**config.mk**
```make
export PLATFORM = sky130hd
export DESIGN_NAME = cut_response_monitor
export DESIGN_NICKNAME = d
export VERILOG_FILES = /design/src/rtl/cut_mon_pkg.sv /design/src/rtl/cut_mon_fifo.sv /design/src/rtl/cut_response_monitor.sv
export SDC_FILE = /design/constraint.sdc
export NUM_CORES = 1
export LEC_CHECK = 0
export ABC_AREA = 1
export CAP_MARGIN = 20
export CORE_ASPECT_RATIO = 0.5
export CORE_MARGIN = 2
export CORE_UTILIZATION = 25
export DETAILED_ROUTE_END_ITERATION = 6
export PLACE_DENSITY_LB_ADDON = 0.08
export SYNTH_ARGS = -nofsm -noshare
export SYNTH_HDL_FRONTEND = slang
export SYNTH_SLANG_ARGS = --single-unit
export TNS_END_PERCENT = 1
```
**constraint.sdc**
```tcl
create_clock -name clk -period 2.93 [get_ports clk]
set_input_delay 0.586 -clock clk [delete_from_list [all_inputs] [get_ports clk]]
set_output_delay 0.586 -clock clk [all_outputs]
set_load 0.1 [all_outputs]
```
**src/rtl/cut_mon_pkg.sv**
```systemverilog
`default_nettype none
// ============================================================================
// Module      : cut_mon_pkg
// Description : Shared types and helpers for the CUT response monitor:
//               burst-tracker state encoding, event record layout at the
//               default widths, and a saturating increment.
// Revision    : 1.0 - initial release
// ============================================================================
package cut_mon_pkg;

  localparam int OUT_W_DEF = 2;
  localparam int TS_W_DEF  = 16;
  localparam int LEN_W_DEF = 8;
  localparam int CNT_W_DEF = 16;

  typedef enum logic [1:0] {
    IDLE  = 2'd0,
    BURST = 2'd1,
    GAP   = 2'd2
  } state_e;

  // Event record as it appears on the output stream (MSB first).
  typedef struct packed {
    logic [TS_W_DEF-1:0]  start_ts;
    logic [LEN_W_DEF-1:0] len;
    logic [OUT_W_DEF-1:0] mask;
  } evt_rec_t;

  // Increment that sticks at max_val; callers zero-extend to 32 bits and
  // truncate the result back to their own width.
  function automatic logic [31:0] sat_inc(input logic [31:0] value,
                                          input logic [31:0] max_val);
    return (value >= max_val) ? value : value + 32'd1;
  endfunction

endpackage
`default_nettype wire

```
**src/rtl/cut_mon_fifo.sv**
```systemverilog
`default_nettype none
// ============================================================================
// Module      : cut_mon_fifo
// Description : Synchronous FIFO for event records. Head entry is presented
//               straight from the storage registers (first-word fall-through)
//               and forced to zero while empty. A push into a full FIFO is
//               accepted only when a pop happens in the same cycle.
// Revision    : 1.0 - initial release
// ============================================================================
module cut_mon_fifo #(
  parameter int DATA_W = 26,
  parameter int DEPTH  = 4
) (
  input  logic              clk,
  input  logic              rst,
  input  logic              in_valid,
  input  logic [DATA_W-1:0] in_data,
  output logic              push_accepted,
  input  logic              out_ready,
  output logic [DATA_W-1:0] out_data,
  output logic              full,
  output logic              empty
);

  localparam int             PTR_W    = $clog2(DEPTH);
  localparam logic [PTR_W:0] FULL_CNT = DEPTH[PTR_W:0];

  logic [DATA_W-1:0] mem_q [DEPTH];
  logic [DATA_W-1:0] mem_d [DEPTH];
  logic [PTR_W-1:0]  rd_ptr_q, rd_ptr_d;
  logic [PTR_W-1:0]  wr_ptr_q, wr_ptr_d;
  logic [PTR_W:0]    count_q, count_d;
  logic              w_pop;

  assign empty         = (count_q == '0);
  assign full          = (count_q == FULL_CNT);
  assign w_pop         = !empty && out_ready;
  assign push_accepted = in_valid && (!full || w_pop);
  assign out_data      = empty ? '0 : mem_q[rd_ptr_q];

  // Pointer, occupancy and storage updates for this cycle's push/pop.
  always_comb begin
    mem_d    = mem_q;
    rd_ptr_d = rd_ptr_q;
    wr_ptr_d = wr_ptr_q;
    count_d  = count_q;
    if (push_accepted) begin
      mem_d[wr_ptr_q] = in_data;
      wr_ptr_d        = wr_ptr_q + PTR_W'(1);
    end
    if (w_pop) begin
      rd_ptr_d = rd_ptr_q + PTR_W'(1);
    end
    case ({push_accepted, w_pop})
      2'b10:   count_d = count_q + (PTR_W+1)'(1);
      2'b01:   count_d = count_q - (PTR_W+1)'(1);
      default: count_d = count_q;
    endcase
  end

  // Storage needs no reset: the head is masked while the FIFO is empty.
  always_ff @(posedge clk) begin
    mem_q <= mem_d;
    if (rst) begin
      rd_ptr_q <= '0;
      wr_ptr_q <= '0;
      count_q  <= '0;
    end else begin
      rd_ptr_q <= rd_ptr_d;
      wr_ptr_q <= wr_ptr_d;
      count_q  <= count_d;
    end
  end

endmodule
`default_nettype wire

```
**src/rtl/cut_response_monitor.sv**
```systemverilog
`default_nettype none
// ============================================================================
// Module      : cut_response_monitor
// Description : Compares observed CUT outputs against golden outputs on every
//               valid enabled sample, groups mismatches into bursts closed by
//               GAP_LIMIT clean samples (or by enable dropping), and streams
//               one {start_ts, len, mask} record per burst through a FIFO.
//               Optional macro CUT_MON_PER_BIT_EN adds per-output-bit
//               saturating mismatch counters on port bit_err_count.
// Revision    : 1.0 - initial release
// ============================================================================
module cut_response_monitor
  import cut_mon_pkg::*;
#(
  parameter int OUT_W      = 2,
  parameter int TS_W       = 16,
  parameter int LEN_W      = 8,
  parameter int CNT_W      = 16,
  parameter int GAP_LIMIT  = 4,
  parameter int FIFO_DEPTH = 4
) (
  input  logic             clk,
  input  logic             rst,
  input  logic             enable,
  input  logic             sample_valid,
  input  logic [OUT_W-1:0] obs,
  input  logic [OUT_W-1:0] gold,
  output logic             evt_valid,
  input  logic             evt_ready,
  output logic [TS_W-1:0]  evt_start_ts,
  output logic [LEN_W-1:0] evt_len,
  output logic [OUT_W-1:0] evt_mask,
  output logic [CNT_W-1:0] err_count,
  output logic [CNT_W-1:0] burst_count,
  output logic             overflow,
  output logic             busy
`ifdef CUT_MON_PER_BIT_EN
 ,output logic [OUT_W*CNT_W-1:0] bit_err_count
`endif
);

  // Widths up to 32 bits are supported for LEN_W and CNT_W.
  localparam int          REC_W   = TS_W + LEN_W + OUT_W;
  localparam logic [31:0] LEN_MAX = 32'({LEN_W{1'b1}});
  localparam logic [31:0] CNT_MAX = 32'({CNT_W{1'b1}});

  state_e           state_q, state_d;
  logic [TS_W-1:0]  ts_q, ts_d;
  logic [TS_W-1:0]  start_ts_q, start_ts_d;
  logic [LEN_W-1:0] len_q, len_d;
  logic [OUT_W-1:0] mask_q, mask_d;
  logic [7:0]       gap_q, gap_d;
  logic [CNT_W-1:0] err_count_q, err_count_d;
  logic [CNT_W-1:0] burst_count_q, burst_count_d;
  logic             overflow_q, overflow_d;

  logic [OUT_W-1:0] w_diff;
  logic             w_take;
  logic             w_mis;
  logic             w_clean;
  logic             w_close;
  logic [31:0]      w_len_sum;
  logic [31:0]      w_len_sat;
  logic [31:0]      w_gap_inc;
  logic             w_push_accepted;
  logic             w_fifo_full;
  logic             w_fifo_empty;
  logic [REC_W-1:0] w_evt_data;

  assign w_diff    = obs ^ gold;
  assign w_take    = sample_valid && enable;
  assign w_mis     = w_take && (w_diff != '0);
  assign w_clean   = w_take && (w_diff == '0);
  // gap_q is zero while in BURST, so one sum serves both extend cases.
  assign w_len_sum = 32'(len_q) + 32'(gap_q) + 32'd1;
  assign w_len_sat = (w_len_sum > LEN_MAX) ? LEN_MAX : w_len_sum;
  assign w_gap_inc = 32'(gap_q) + 32'd1;

  // Burst tracker: open on a mismatch, extend across short clean gaps, close
  // after GAP_LIMIT clean samples or when the monitor is disabled.
  always_comb begin
    state_d    = state_q;
    start_ts_d = start_ts_q;
    len_d      = len_q;
    mask_d     = mask_q;
    gap_d      = gap_q;
    w_close    = 1'b0;
    case (state_q)
      IDLE: begin
        if (w_mis) begin
          start_ts_d = ts_q;
          len_d      = LEN_W'(1);
          mask_d     = w_diff;
          gap_d      = '0;
          state_d    = BURST;
        end
      end
      BURST: begin
        if (!enable) begin
          w_close = 1'b1;
        end else if (w_mis) begin
          len_d  = LEN_W'(w_len_sat);
          mask_d = mask_q | w_diff;
        end else if (w_clean) begin
          gap_d = 8'd1;
          if (GAP_LIMIT == 1) begin
            w_close = 1'b1;
          end else begin
            state_d = GAP;
          end
        end
      end
      GAP: begin
        if (!enable) begin
          w_close = 1'b1;
        end else if (w_mis) begin
          len_d   = LEN_W'(w_len_sat);
          mask_d  = mask_q | w_diff;
          gap_d   = '0;
          state_d = BURST;
        end else if (w_clean) begin
          gap_d = gap_q + 8'd1;
          if (w_gap_inc == 32'(GAP_LIMIT)) begin
            w_close = 1'b1;
          end
        end
      end
      default: state_d = IDLE;
    endcase
    if (w_close) begin
      state_d = IDLE;
      gap_d   = '0;
    end
  end

  // Timestamp, mismatch/burst statistics and the sticky drop flag.
  always_comb begin
    ts_d          = w_take ? ts_q + TS_W'(1) : ts_q;
    err_count_d   = err_count_q;
    burst_count_d = burst_count_q;
    overflow_d    = overflow_q;
    if (w_mis) begin
      err_count_d = CNT_W'(sat_inc(32'(err_count_q), CNT_MAX));
    end
    if (w_close) begin
      burst_count_d = CNT_W'(sat_inc(32'(burst_count_q), CNT_MAX));
      if (w_fifo_full && !w_push_accepted) begin
        overflow_d = 1'b1;
      end
    end
  end

  // Monitor state registers.
  always_ff @(posedge clk) begin
    if (rst) begin
      state_q       <= IDLE;
      ts_q          <= '0;
      start_ts_q    <= '0;
      len_q         <= '0;
      mask_q        <= '0;
      gap_q         <= '0;
      err_count_q   <= '0;
      burst_count_q <= '0;
      overflow_q    <= 1'b0;
    end else begin
      state_q       <= state_d;
      ts_q          <= ts_d;
      start_ts_q    <= start_ts_d;
      len_q         <= len_d;
      mask_q        <= mask_d;
      gap_q         <= gap_d;
      err_count_q   <= err_count_d;
      burst_count_q <= burst_count_d;
      overflow_q    <= overflow_d;
    end
  end

  cut_mon_fifo #(
    .DATA_W (REC_W),
    .DEPTH  (FIFO_DEPTH)
  ) u_fifo (
    .clk           (clk),
    .rst           (rst),
    .in_valid      (w_close),
    .in_data       ({start_ts_q, len_q, mask_q}),
    .push_accepted (w_push_accepted),
    .out_ready     (evt_ready),
    .out_data      (w_evt_data),
    .full          (w_fifo_full),
    .empty         (w_fifo_empty)
  );

  assign evt_valid                           = !w_fifo_empty;
  assign {evt_start_ts, evt_len, evt_mask}   = w_evt_data;
  assign err_count                           = err_count_q;
  assign burst_count                         = burst_count_q;
  assign overflow                            = overflow_q;
  assign busy                                = (state_q != IDLE);

`ifdef CUT_MON_PER_BIT_EN
  generate
    for (genvar gi = 0; gi < OUT_W; gi++) begin : g_per_bit
      logic [CNT_W-1:0] bit_cnt_q, bit_cnt_d;

      // Count mismatches of this output bit on valid enabled samples.
      always_comb begin
        bit_cnt_d = bit_cnt_q;
        if (w_take && w_diff[gi]) begin
          bit_cnt_d = CNT_W'(sat_inc(32'(bit_cnt_q), CNT_MAX));
        end
      end

      // Per-bit counter register.
      always_ff @(posedge clk) begin
        if (rst) begin
          bit_cnt_q <= '0;
        end else begin
          bit_cnt_q <= bit_cnt_d;
        end
      end

      assign bit_err_count[gi*CNT_W +: CNT_W] = bit_cnt_q;
    end
  endgenerate
`endif

endmodule
`default_nettype wire

```
==> Word-level counts from Yosys, hierarchy flattened <==
Index checks and enable logic that the tools add are counted.
{ "totals": {"reg_bits": 196, "inputBits": 9, "output_inout_bits": 61, "wordCells": 118} }
{ "op_classes": {"add_sub_neg": 11, "magnitude_cmp": 6, "eq_ne": 14, "mux": 37, "bitwise_logic": 6, "reduce_logical": 28} }
{ "ops": {"columns": ["cell", "n"], "rows": [
  ["$bwmux 104", 1],
  ["$mux 26", 4],
  ["$mux 8", 11],
  ["$bmux 26 s2", 1],
  ["$demux 26 s2", 1],
  ["$add 16x1->16 const B", 3],
  ["$ge 16x16->1 const B", 2],
  ["$pmux 8 s3", 1],
  ["$mux 2", 8],
  ["$pmux 8 s2", 1],
  ["$add 9x1->10 const B", 1],
  ["$gt 10x8->1 const B", 1],
  ["$ne 2x2->1 const B", 5],
  ["$add 8x1->9 const B", 1],
  ["$add 8x8->9", 1],
  ["$eq 9x3->1 const B", 1],
  ["$add 8x1->8 const B", 1],
  ["$reduce_and 2->1", 4],
  ["$reduce_and 4->1", 2],
  ["$reduce_bool 2->1", 4],
  ["$logic_and 1x1->1", 7],
  ["$reduce_and 7->1", 1],
  ["$ge 3x3->1 const B", 2],
  ["$not 2->3", 2],
  ["other kinds (23)", 36]
]} }

==> Depth between registers and ports, before layout <==
{ "logic_depth": {"word_depth": 11, "ltp_mapped": 17} }

==> Cells and area by module <==
From an unflattened synthesis, not the netlist that was laid out.
{ "hier_totals": {"cells_unflattened": 1044, "area_unflattened_um2": 9271.4} }
{ "modules_own_cells": {"columns": ["mod", "n_inst", "cells_per_inst", "area_per_inst_um2", "seq_area_each_um2"], "rows": [
  ["cut_response_monitor", 1, 668, 4757.1, 1701.6],
  ["cut_mon_fifo", 1, 376, 4514.3, 3263.1]
]} }

==> Worst setup path after synthesis <==
OpenSTA, ideal clock, no wires.
{ "synth_timing": {"path_type": "register to output", "from": "register u_fifo.count_q[1]", "to": "output evt_len[3]", "t_arrival_ps": 3201, "required_time_ps": 2344, "setup_slack_ps": -857, "path_stages_with_launch": 6, "cell_sequence": "dfxtp_1 > nor2_1 > nand2_1 > clkinv_1 > clkbuf_1 > a21oi_1"} }
{ "synth_between": {"elab_chain_cells": 2} }
{ "synth_rtl": {"columns": ["element", "line", "text"], "rows": [
  ["start: declaration", "cut_mon_fifo.sv:32", "logic [PTR_W:0] count_q, count_d;"],
  ["start signal: assignment", "cut_mon_fifo.sv:71", "count_q <= count_d;"],
  ["$logic_not 3->1", "cut_mon_fifo.sv:35", "assign empty = (count_q == '0);"],
  ["$mux 26", "cut_mon_fifo.sv:39", "assign out_data = empty ? '0 : mem_q[rd_ptr_q];"],
  ["end: declaration", "cut_response_monitor.sv:31", "output logic [LEN_W-1:0] evt_len,"]
]} }
Every way passes these cells.

==> Final worst setup path <==
{ "layout_timing": {"from": "register u_fifo.rd_ptr_q[0]", "to": "output evt_mask[1]"} }
{ "layout_between": {"elab_chain_cells": 5} }
{ "layout_rtl": {"columns": ["element", "line", "text"], "rows": [
  ["start: declaration", "cut_mon_fifo.sv:30", "logic [PTR_W-1:0] rd_ptr_q, rd_ptr_d;"],
  ["start signal: assignment", "cut_mon_fifo.sv:69", "rd_ptr_q <= rd_ptr_d;"],
  ["$not 2->3 (not written as such)", "cut_mon_fifo.sv:39", null],
  ["$bmux 26 s2", "cut_mon_fifo.sv:39", null],
  ["$mux 26 (not written as such) (2 in series)", "cut_mon_fifo.sv:39", null],
  ["$mux 26", "cut_mon_fifo.sv:39", null],
  ["end: declaration", "cut_response_monitor.sv:32", "output logic [OUT_W-1:0] evt_mask,"]
]} }
Every way passes these cells. The select of a mux whose other input is x is not followed.

==> key figures <==
Clock tree
  – TritonCTS buffer count: 17
  – Hold buffers post-CTS: 0
  – Post-CTS Setup Inserts: 0
  – Bufs on Longest Clock Path: 2
  – CTS sink count: just under 200
  – CTS Root Cell: clkbuf_16
  – H-tree depth: 4
  – TritonCTS clock tree: yes
  – Cts repair resizes: 0
  – Clk slew on worst S/H paths: roughly 0.070 ns
  – Worst-skew pair later-pin latency: ~0.45 ns

Floorplan
  – Initial Utilization: 0.2527
  – Cell Rows: roughly 50
  – Die height: about 140 um
  – DIE AREA: ~0.038 sq mm
  – Core Box Area: roughly 0.036 sq mm
  – Die width: 272.8 um
  – Ports: 70

Worst hold path
  – HP Class: flip-flop to flip-flop

Drt
  – # DRC: 0
  – Total number of vias: 7006
  – Antenna viol nets, final: 0
  – 1st-iter DRT viols: about 320
  – Total Wirelength: 23570 um
  – WL/cell: 14.78 um
  – First-pass iteration count of the detailed router: 7
  – Mean number of vias per cell: roughly 4.4

Cells and area
  – Layout cells sized above 1: 0.1523
  – Design area: 0.01142 sq mm
  – Fillers: 3667
  – Final core utilization: 0.3194
  – ANT cells: 0
  – Multi-input gate area: 0.003881 sq mm
  – Register area: 0.004967 sq mm
  – Area Overhead vs Synth: 26.42%
  – Nets: 1130

Global routing
  – Largest net degree at the start of global routing: 57
  – Overall Global Routing Usage: 0.1280
  – Antenna violations before repair: 0
  – Congestion Overflow GR: 0
  – Vias in the first global route: 6683
  – First-pass GRT wire length: around 38000 um

Critical path
  – Critical path required time: about 2.3 ns
  – Startpoint Class: flip-flop
  – Cell mode on critical path: nor2_1
  – Cells along the critical path: buf_4, nor2_1, nor2_1, o21ai_0, a21oi_2, buf_12
  – Critical path's slowest cell: dfxtp_2
  – Critical Path End Type: primary output
  – CP Class: flip-flop to primary output
  – Max incr delay on CP: between 0.4 and 0.5 ns
  – Crit path DAT: roughly 2 ns
  – Critical path fanouts, max: 31

Timing
  – Final worst path period share: 0.8992
  – Final Max Tran Viols: 0
  – Period minus WS final: 2.635 ns
  – Slew HR: 0.5066
  – Worst-margin pin slew: around 0.74 ns
  – Max Clock Skew: 0.007410 ns
  – Peak Freq: around 380 MHz
  – Final Hold Vio Count: 0
  – Setup-failing EPs final: 0

Power
  – Peak VDD IR: around 0.43 mV
  – Design Power: 7033 uW
  – PD cells: a little over 600 mW/mm^2
  – Pleak: between 0.004 and 0.005 uW

Placement
  – RD Place Congestion: roughly 0.8
  – Number of port buffers: 69
  – DPL Wire Length: about 16000 um
  – Placed instance area: roughly 0.011 sq mm

Yosys
  – Cell Area, Synth: approximately 0.009 sq mm
  – Cell variety after synth: 42
  – Flops & latches, synth: 196
  – Net Count, Synth: between 1000 and 1500
  – Post-synth EDFFs: between 100 and 150
  – Warnings from Yosys: 0
  – Seq/Total Area, Yosys: 0.5497
  – Mapped Cells: between 1000 and 1500
  – Syn Area/Cell: slightly below 9 sq um
  – Synth Flop Type: edfxtp_1
  – Async SR Flop Fraction: 0

Run status
  – Outcome: completed

Job
  – Maxcap violations: 0
-- per-stage QoR --
step / instances / setup TNS (ns) / hold WS [ns] / worst slack (ns)
after floorplan: 1028 / -4.125 / 0.4538 / -0.03353
after global placement: 1562 / 0 / 0.4481 / 0.1372
after detailed placement: 1562 / 0 / 0.4705 / 0.05559
after CTS: 1594 / 0 / 0.4849 / 0.1638
after global routing: 1594 / -0.0007911 / 0.5091 / -0.0007911
final: 1594 / 0 / 0.4753 / 0.2954
-- worst max-delay path: cells and delay by family, from the launching register on --
kind	cells	cell delay, ns
buf+inv	2	0.60
flops	1	0.43
compound gates	2	0.38
simple gates	2	0.18
-- synthesized netlist by cell type, drive strengths merged (11+ instances only) --
cell,count,area (sq um)
nor2,181,691.9
nand2,174,668.1
a21oi,111,555.5
edfxtp,104,3123
dfxtp,92,1842
o21ai,83,415.4
inv,68,255.3
nand3,54,292.8
clkbuf,29,108.9
nand4,24,165.2
ha,22,275.3
xor2,15,131.4
buf,14,72.57
xnor2,13,113.9
nor3,11,71.32
-- flip-flops by register name, summed over array words and instances (netlist names), 3 cells and up --
register / cells
u_fifo.mem_q: 104
burst_count: 16
err_count: 16
start_ts_q: 16
ts_q: 16
gap_q: 8
len_q: 8
u_fifo.count_q: 3
-- area by class of cell --
class	instances	share of cell area
clock buffers	17	0.03726
clock inverters	15	0.01490
inverters	71	0.02334
multi-input cells	718	0.3399
flip-flops and latches	196	0.4351
well taps	484	0.05304
repair buffers	93	0.09644
-- power by group --
part	internal (uW)	switching (uW)	leakage, uW
logic	453	1130	0.00193
registers	2960	92.1	0.00185
clock network	1280	1120	0.000291
-- cells by family after synthesis --
kind of cell	Yosys count	synth area share
simple gates	456	0.2181
xor+xnor	28	0.02715
fa+ha+maj	24	0.03491
buf+inv	114	0.04960
compound gates	210	0.1205
flops	196	0.5497
-- metal layers --
metal | GRT usage | vias up | wire length, um
met4 | 0.03846 | 0 | 291
met1 | 0.1859 | 3291 | 12370
li1 | - | 3621 | -
met3 | 0.02866 | 20 | 684
met2 | 0.1882 | 74 | 10220
met5 | 0 | - | 0
-- layout by cell type, fill, tap and decap left out, types with 6 or more instances in the layout --
master and instances:
nor2_1 173, nand2_1 169, edfxtp_1 104, dfxtp_1 90
a21oi_1 85, o21ai_0 76, inv_1 63, buf_4 54
nand3_1 51, buf_12 31, nand4_1 23, ha_1 22
a21oi_4 20, clkbuf_16 17, xor2_1 15, xnor2_1 13
nor3_1 9, nor2_2 7, o21bai_1 7, o21ai_1 7
clkdlybuf4s50_1 7, inv_2 6, a21oi_2 6
-- final timing paths --
path,start,end,slack [ns],cells past startpoint
worst min register to register,overflow$_SDFFE_PP0P_,overflow$_SDFFE_PP0P_,0.48,2
worst max register to register,gap_q[0]$_SDFFE_PP0P_,u_fifo.count_q[2]$_SDFFE_PP0P_,0.30,16
worst max-delay path,u_fifo.rd_ptr_q[0]$_SDFFE_PP0P_,evt_mask[1],0.30,6
worst min-delay path,overflow$_SDFFE_PP0P_,overflow$_SDFFE_PP0P_,0.48,2
(Power assumes the default switching activity.)
